==> src/rtl/jt12_opsin_pkg.sv <==
// Shared constants, slot tag type and ROM content generators for the
// jt12 operator output stage.
package jt12_opsin_pkg;

  localparam int NUM_SLOTS = 24;
  localparam int NUM_CH    = 6;

  // Slot order within one sample: S1, S3, S2, S4, six channels each.
  localparam int S1_BASE = 0;
  localparam int S3_BASE = 6;
  localparam int S2_BASE = 12;
  localparam int S4_BASE = 18;

  localparam int LOGSIN_W = 12;
  localparam int EXP_W    = 10;
  localparam int T_W      = 13;
  localparam int OUT_W    = 14;

  localparam real PI = 3.14159265358979323846;

  // Per-slot information that travels down the pipeline next to the data.
  typedef struct packed {
    logic       vld;
    logic       sgn;
    logic       s1;
    logic [2:0] ch;
  } slot_tag_t;

  // -log2(sin((2i+1)*pi/1024)) in 4.8 fixed point, rounded.
  function automatic logic [LOGSIN_W-1:0] logsin_val(input int idx);
    real x;
    real v;
    x = (2.0 * real'(idx) + 1.0) * PI / 1024.0;
    v = -($ln($sin(x)) / $ln(2.0)) * 256.0;
    return LOGSIN_W'($rtoi(v + 0.5));
  endfunction

  // Fractional part of 2^(i/256) scaled by 1024, rounded; implicit leading one.
  function automatic logic [EXP_W-1:0] exp_val(input int idx);
    real v;
    v = $pow(2.0, real'(idx) / 256.0) * 1024.0;
    return EXP_W'($rtoi(v + 0.5) - 1024);
  endfunction

  // Channel number (0..5) of a slot in the S1/S3/S2/S4 ordering.
  function automatic logic [2:0] slot_channel(input logic [4:0] slot);
    logic [2:0] ch;
    if (slot >= 5'(S4_BASE)) begin
      ch = 3'(slot - 5'(S4_BASE));
    end else if (slot >= 5'(S2_BASE)) begin
      ch = 3'(slot - 5'(S2_BASE));
    end else if (slot >= 5'(S3_BASE)) begin
      ch = 3'(slot - 5'(S3_BASE));
    end else begin
      ch = 3'(slot - 5'(S1_BASE));
    end
    return ch;
  endfunction

endpackage

==> src/rtl/jt12_opsin_rom.sv <==
// Log-sine and exponential lookup tables, each a 256-entry ROM with a
// registered (one clock) read port.
module jt12_opsin_rom
  import jt12_opsin_pkg::*;
(
  input  logic                clk,
  input  logic                rst_n,
  input  logic [7:0]          ls_addr_i,
  input  logic [7:0]          ex_addr_i,
  output logic [LOGSIN_W-1:0] ls_data_o,
  output logic [EXP_W-1:0]    ex_data_o
);

  logic [LOGSIN_W-1:0] ls_tab_s [256];
  logic [EXP_W-1:0]    ex_tab_s [256];
  logic [LOGSIN_W-1:0] ls_q;
  logic [EXP_W-1:0]    ex_q;

  // Table contents are constants computed at elaboration.
  for (genvar g = 0; g < 256; g++) begin : g_tab
    assign ls_tab_s[g] = logsin_val(g);
    assign ex_tab_s[g] = exp_val(g);
  end

  // Registered table reads.
  always_ff @(posedge clk or negedge rst_n) begin
    if (!rst_n) begin
      ls_q <= '0;
      ex_q <= '0;
    end else begin
      ls_q <= ls_tab_s[ls_addr_i];
      ex_q <= ex_tab_s[ex_addr_i];
    end
  end

  assign ls_data_o = ls_q;
  assign ex_data_o = ex_q;

endmodule

==> src/rtl/jt12_opsin.sv <==
// Operator output stage: phase modulation, log-sine, envelope add,
// exponential and sign, stages VIII..XII, plus the op1 feedback history.
module jt12_opsin
  import jt12_opsin_pkg::*;
(
  input  logic             clk,
  input  logic             rst_n,
  input  logic             zero,
  input  logic [9:0]       phase_VIII,
  input  logic [9:0]       eg_atten_VIII,
  input  logic [13:0]      mod_VIII,
  input  logic [2:0]       fb_VIII,
  output logic [OUT_W-1:0] op_result_XII,
  output logic             s1_XII
);

  // ---------------- stage VIII: slot tracking and phase modulation --------
  logic [4:0]        slot_q;
  logic [4:0]        slot_d;
  logic              s1_s;
  logic [2:0]        ch_s;
  logic signed [13:0] fb_p1_s;
  logic signed [13:0] fb_p2_s;
  logic signed [14:0] fb_sum_s;
  logic signed [14:0] fb_shift_s;
  logic [3:0]        fb_shamt_s;
  logic [9:0]        mod_term_s;
  logic [9:0]        phase_mod_s;
  logic [7:0]        idx_s;

  // op1 history: entries 0..5 hold prev1 per channel, 6..11 hold prev2.
  logic signed [13:0] fb_buf_q [2*NUM_CH];

  // Slot counter realigns on zero, otherwise steps 0..23 and wraps.
  always_comb begin
    slot_d = 5'd0;
    if (zero) begin
      slot_d = 5'd0;
    end else if (slot_q == 5'(NUM_SLOTS - 1)) begin
      slot_d = 5'd0;
    end else begin
      slot_d = slot_q + 5'd1;
    end
  end

  // Slot counter register.
  always_ff @(posedge clk or negedge rst_n) begin
    if (!rst_n) begin
      slot_q <= 5'd0;
    end else begin
      slot_q <= slot_d;
    end
  end

  // Feedback (S1) or modulator term, then modulated phase and table index.
  always_comb begin
    s1_s       = (slot_d < 5'(S3_BASE));
    ch_s       = slot_channel(slot_d);
    fb_p1_s    = fb_buf_q[4'(ch_s)];
    fb_p2_s    = fb_buf_q[4'(ch_s) + 4'(NUM_CH)];
    fb_sum_s   = {fb_p1_s[13], fb_p1_s} + {fb_p2_s[13], fb_p2_s};
    fb_shamt_s = 4'd10 - {1'b0, fb_VIII};
    fb_shift_s = fb_sum_s >>> fb_shamt_s;
    if (!s1_s) begin
      mod_term_s = mod_VIII[10:1];
    end else if (fb_VIII == 3'd0) begin
      mod_term_s = 10'd0;
    end else begin
      mod_term_s = fb_shift_s[9:0];
    end
    phase_mod_s = phase_VIII + mod_term_s;
    if (phase_mod_s[8]) begin
      idx_s = ~phase_mod_s[7:0];
    end else begin
      idx_s = phase_mod_s[7:0];
    end
  end

  // Bits of the inputs and intermediates that this stage never consumes.
  logic unused_bits_s;
  assign unused_bits_s = ^{mod_VIII[13:11], mod_VIII[0], fb_shift_s[14:10]};

  // ---------------- ROMs ---------------------------------------------------
  logic [LOGSIN_W-1:0] ls_data_s;
  logic [EXP_W-1:0]    ex_data_s;
  logic [7:0]          ex_addr_s;
  logic [T_W-1:0]      t_x_q;

  // The exp table is read with the inverted fractional attenuation.
  assign ex_addr_s = ~t_x_q[7:0];

  jt12_opsin_rom u_rom (
    .clk       (clk),
    .rst_n     (rst_n),
    .ls_addr_i (idx_s),
    .ex_addr_i (ex_addr_s),
    .ls_data_o (ls_data_s),
    .ex_data_o (ex_data_s)
  );

  // ---------------- stage IX: log-sine valid, add envelope ----------------
  slot_tag_t   tag_ix_q;
  logic [9:0]  atten_ix_q;
  logic [13:0] t_sum_s;
  logic [T_W-1:0] t_s;

  // Stage IX tag and attenuation, aligned with the log-sine ROM output.
  always_ff @(posedge clk or negedge rst_n) begin
    if (!rst_n) begin
      tag_ix_q   <= '0;
      atten_ix_q <= 10'd0;
    end else begin
      tag_ix_q   <= '{vld: 1'b1, sgn: phase_mod_s[9], s1: s1_s, ch: ch_s};
      atten_ix_q <= eg_atten_VIII;
    end
  end

  // Total attenuation in the log domain, saturating at the 13-bit maximum.
  always_comb begin
    t_sum_s = {2'b00, ls_data_s} + {2'b00, atten_ix_q, 2'b00};
    if (t_sum_s[13]) begin
      t_s = 13'h1FFF;
    end else begin
      t_s = t_sum_s[12:0];
    end
  end

  // ---------------- stage X: attenuation registered, exp ROM addressed ----
  slot_tag_t tag_x_q;

  // Stage X registers.
  always_ff @(posedge clk or negedge rst_n) begin
    if (!rst_n) begin
      t_x_q   <= 13'd0;
      tag_x_q <= '0;
    end else begin
      t_x_q   <= t_s;
      tag_x_q <= tag_ix_q;
    end
  end

  // ---------------- stage XI: exp value valid, shift and sign -------------
  slot_tag_t      tag_xi_q;
  logic [4:0]     shift_xi_q;
  logic [12:0]    mag_base_s;
  logic [12:0]    mag_s;
  logic [OUT_W-1:0] res_s;

  // Stage XI registers: integer part of the attenuation becomes the shift.
  always_ff @(posedge clk or negedge rst_n) begin
    if (!rst_n) begin
      shift_xi_q <= 5'd0;
      tag_xi_q   <= '0;
    end else begin
      shift_xi_q <= t_x_q[12:8];
      tag_xi_q   <= tag_x_q;
    end
  end

  // Linear magnitude from the exp table, then apply the half-wave sign.
  always_comb begin
    mag_base_s = {1'b1, ex_data_s, 2'b00};
    if (shift_xi_q >= 5'd13) begin
      mag_s = 13'd0;
    end else begin
      mag_s = mag_base_s >> shift_xi_q;
    end
    if (!tag_xi_q.vld) begin
      res_s = 14'd0;
    end else if (tag_xi_q.sgn) begin
      res_s = 14'd0 - {1'b0, mag_s};
    end else begin
      res_s = {1'b0, mag_s};
    end
  end

  // ---------------- stage XII: outputs and feedback history ---------------
  logic [OUT_W-1:0] op_result_q;
  logic             s1_q;

  // Registered operator output.
  always_ff @(posedge clk or negedge rst_n) begin
    if (!rst_n) begin
      op_result_q <= 14'd0;
      s1_q        <= 1'b0;
    end else begin
      op_result_q <= res_s;
      s1_q        <= tag_xi_q.vld & tag_xi_q.s1;
    end
  end

  // S1 results shift into the channel's history: prev2 <= prev1 <= result.
  always_ff @(posedge clk or negedge rst_n) begin
    if (!rst_n) begin
      for (int i = 0; i < 2 * NUM_CH; i++) begin
        fb_buf_q[i] <= 14'sd0;
      end
    end else if (tag_xi_q.vld && tag_xi_q.s1) begin
      fb_buf_q[4'(tag_xi_q.ch) + 4'(NUM_CH)] <= fb_buf_q[4'(tag_xi_q.ch)];
      fb_buf_q[4'(tag_xi_q.ch)]              <= res_s;
    end else begin
      fb_buf_q <= fb_buf_q;
    end
  end

  assign op_result_XII = op_result_q;
  assign s1_XII        = s1_q;

endmodule

==> config.mk <==
export PLATFORM = sky130hd
export DESIGN_NAME = jt12_opsin
export DESIGN_NICKNAME = d
export VERILOG_FILES = /design/src/rtl/jt12_opsin_pkg.sv /design/src/rtl/jt12_opsin_rom.sv /design/src/rtl/jt12_opsin.sv
export SDC_FILE = /design/constraint.sdc
export NUM_CORES = 1
export LEC_CHECK = 0
export CAP_MARGIN = 20
export CORE_MARGIN = 4
export CORE_UTILIZATION = 45
export DETAILED_ROUTE_END_ITERATION = 12
export PLACE_DENSITY_LB_ADDON = 0.1
export SETUP_SLACK_MARGIN = 0.05
export SYNTH_ARGS = -nofsm -noshare
export SYNTH_HDL_FRONTEND = slang
export SYNTH_SLANG_ARGS = --single-unit
==> constraint.sdc <==
create_clock -name clk -period 10.5 [get_ports clk]
set_clock_uncertainty 0.2 [all_clocks]
set_input_delay 1.05 -clock clk [delete_from_list [all_inputs] [get_ports clk]]
set_output_delay 1.05 -clock clk [all_outputs]
set_load 0.01 [all_outputs]
==> metrics <==
status completed; Most used DFF post-synth dfrtp_1; Relative slew margins approximately 20%; most frequent CP cell buf_4; number of global-route vias before repair 21.14k; wire length per cell around 23 µm; first-pass GRT wire length 122100 µm; Pre-antenna DRT Iters 8; layout cell share with drive strength beyond 1 between 20% and 30%; Worst EP required approximately 11000 ps; Synth warnings 0; mapped cell area 21410 µm²; RSZ-0062 raised after global routing yes; Crit-path slowest cell mux4_2; clock sink count 255; reg2reg start tag_ix_q[0]$_DFF_PN0_; post-CTS setup buffer count 0; most frequent cells in the layout nand2_1, nor2_1, buf_4; reg2reg end u_rom.ls_data_o[0]$_DFF_PN0_; fmax about 100 MHz; Routed Antenna Nets 0; synthesis-to-layout area growth 17.70%; Unique masters post-synth about 100; kind of critical path in2reg; synthesis-stage register bit count between 200 and 300; crit-path max FO 15; clk root buf clkbuf_16; initial antenna violation count 0; Worst Setup SP zero; Area contributors post-synth dfrtp_1, mux4_2, nand2_1, nor2_1, o21ai_0; I/O Buffers 50; Yosys top cell by area dfrtp_1; async set or reset register ratio after synthesis 100.0%; count of final hold-check violations 0; hold buffer count at CTS 0; H-tree lvl count 1; Final Worst Setup Slack about 520 ps; Reg2Reg Depth between 40 and 50; Final HPWL DP around 57000 µm; Post-Place Worst Slack -240.3 ps; final slew viol count 0; Hold Crit Class reg2reg; largest net degree at the start of global routing 182; Crit. End Element flip-flop; TritonCTS buffer count 29; sequential fraction of the synthesis area 29.81%; # diodes 0; die area approximately 51000 µm²; die extent in y between 200 and 250 µm; multi-input logic area 14040 µm²; via count 21.75k; Final Cycle Share between 90 and 100%; fillers about 4.4k; CORE AREA around 47000 µm²; drt initial violations approximately 2.4k; final WL around 80000 µm; R2R setup slack approximately 530 ps; Die Span X 226.1 µm; worst-margin pin slew roughly 1200 ps; setup violators final 0; critical path arrival between 10000 and 15000 ps; Critical Path Start Type input pin; Nets between 2k and 3k; DRC 0; cts repair resizes 0; most common cell after layout, fill and taps aside nand2_1; CTS tree built; # IOs between 50 and 60; GR Overflow Total 0; cell row count about 80; Synth Instances 2555; DR vias/cell ~6.5; clock buffer depth 3; Worst-Skew Late Latency approximately 600 ps; Tmin final ~10000 ps; Final Wtd Congestion 0.9603; Reg area approximately 6400 µm²; # Max-Cap Violations 0; Clock transition at path regs about 60 ps; post-synthesis area per instance around 8.4 µm²; Setup crit end u_rom.ls_data_o[0]$_DFF_PN0_; net count after synthesis about 2.7k; Starting Density 45.79%; overall routing resource usage ~30%; Yosys top cell area share about 30%; EDFF count, synth 0; Worst path max stage delay 520 ps
## critical path, delay by kind of cell
kind	cells	cell delay [ps]
xor gates and xnor gates	2	500
and+or+nand+nor	6	830
buffers and inverters	9	1780
muxes	2	830
AOI/OAI and AO/OA	16	3320
adders and majority gates	6	1870
## logic make-up (layout without fill, tap and decap cells)
logic type / after synthesis / count (layout) / share of synthesized area (%)
AND/OR/NAND/NOR: 882 / 882 / 18.02
AO/OA/AOI/OAI: 844 / 844 / 26.40
buffers and inverters: 270 / 467 / 5.073
flip-flops: 255 / 255 / 29.81
multiplexers: 187 / 187 / 14.21
adder cells (fa/ha/maj): 71 / 71 / 4.255
XOR/XNOR: 45 / 45 / 2.221
other: 1 / 1 / 0.01752
## final cells by class
cell class | count | area share (%)
repair buffers | 342 | 10.99
multi-input cells | 2030 | 55.70
clock buffers | 40 | 3.362
well taps | 607 | 3.014
flip-flops and latches | 255 | 25.35
inverters | 72 | 1.073
clock inverters | 13 | 0.5114
## per-stage QoR
stage               hold WS [ps]  cell area (µm²)  cells  setup TNS, ps  utilization (%)
floorplan                  131.2            21430   2555              0                -
finish                     147.6            25200   3359              0            53.90
global placement           132.7            24140   3301         -451.4            51.64
CTS                        149.1            25150   3357              0            53.79
global route               146.8            25200   3359              0            53.90
detailed placement         134.7            24170   3304         -998.8            51.70
## synthesized netlist by cell type (33+ instances only)
master    instances
nand2_1         329
nor2_1          311
dfrtp_1         255
o21ai_0         185
a21oi_1         177
clkbuf_1        137
mux4_2           86
mux2_2           75
nand3_1          69
ha_1             68
inv_1            65
a31oi_1          58
o22ai_1          45
a221oi_1         42
nor3_1           38
o211ai_1         33
## how the worst min path moves through the flow
stage	cells after the start	slack, ps	to	start
after floorplan	0	130	shift_xi_q[0]$_DFF_PN0_	t_x_q[8]$_DFF_PN0_
after global placement	0	130	tag_x_q[1]$_DFF_PN0_	tag_ix_q[1]$_DFF_PN0_
after detailed placement	0	130	shift_xi_q[0]$_DFF_PN0_	t_x_q[8]$_DFF_PN0_
after CTS	0	150	shift_xi_q[3]$_DFF_PN0_	t_x_q[11]$_DFF_PN0_
after global routing	0	150	shift_xi_q[3]$_DFF_PN0_	t_x_q[11]$_DFF_PN0_
final	0	150	shift_xi_q[0]$_DFF_PN0_	t_x_q[8]$_DFF_PN0_
## registers in the layout, summed over array words and instances, names as in the netlist
| register | cells |
|---|---|
| shift_xi_q | 5 |
| atten_ix_q | 10 |
| fb_buf_q | 168 |
| t_x_q | 13 |
| tag_xi_q | 6 |
| u_rom.ex_data_o | 10 |
| u_rom.ls_data_o | 12 |
| tag_x_q | 6 |
| slot_q | 4 |
| tag_ix_q | 6 |
| s1_XII | 1 |
| op_result_XII | 14 |
## per-layer routing
metal | global-route usage (%) | vias up | wire [µm]
li1 | - | 9929 | -
met4 | 12.57 | 0 | 3685
met2 | 48.35 | 1046 | 36200
met3 | 3.705 | 211 | 5746
met1 | 41.24 | 10560 | 32860
met5 | 0 | - | 0
Power is not shown: default switching activity piles up to over one toggle a cycle in this logic, so the estimate is an artifact.
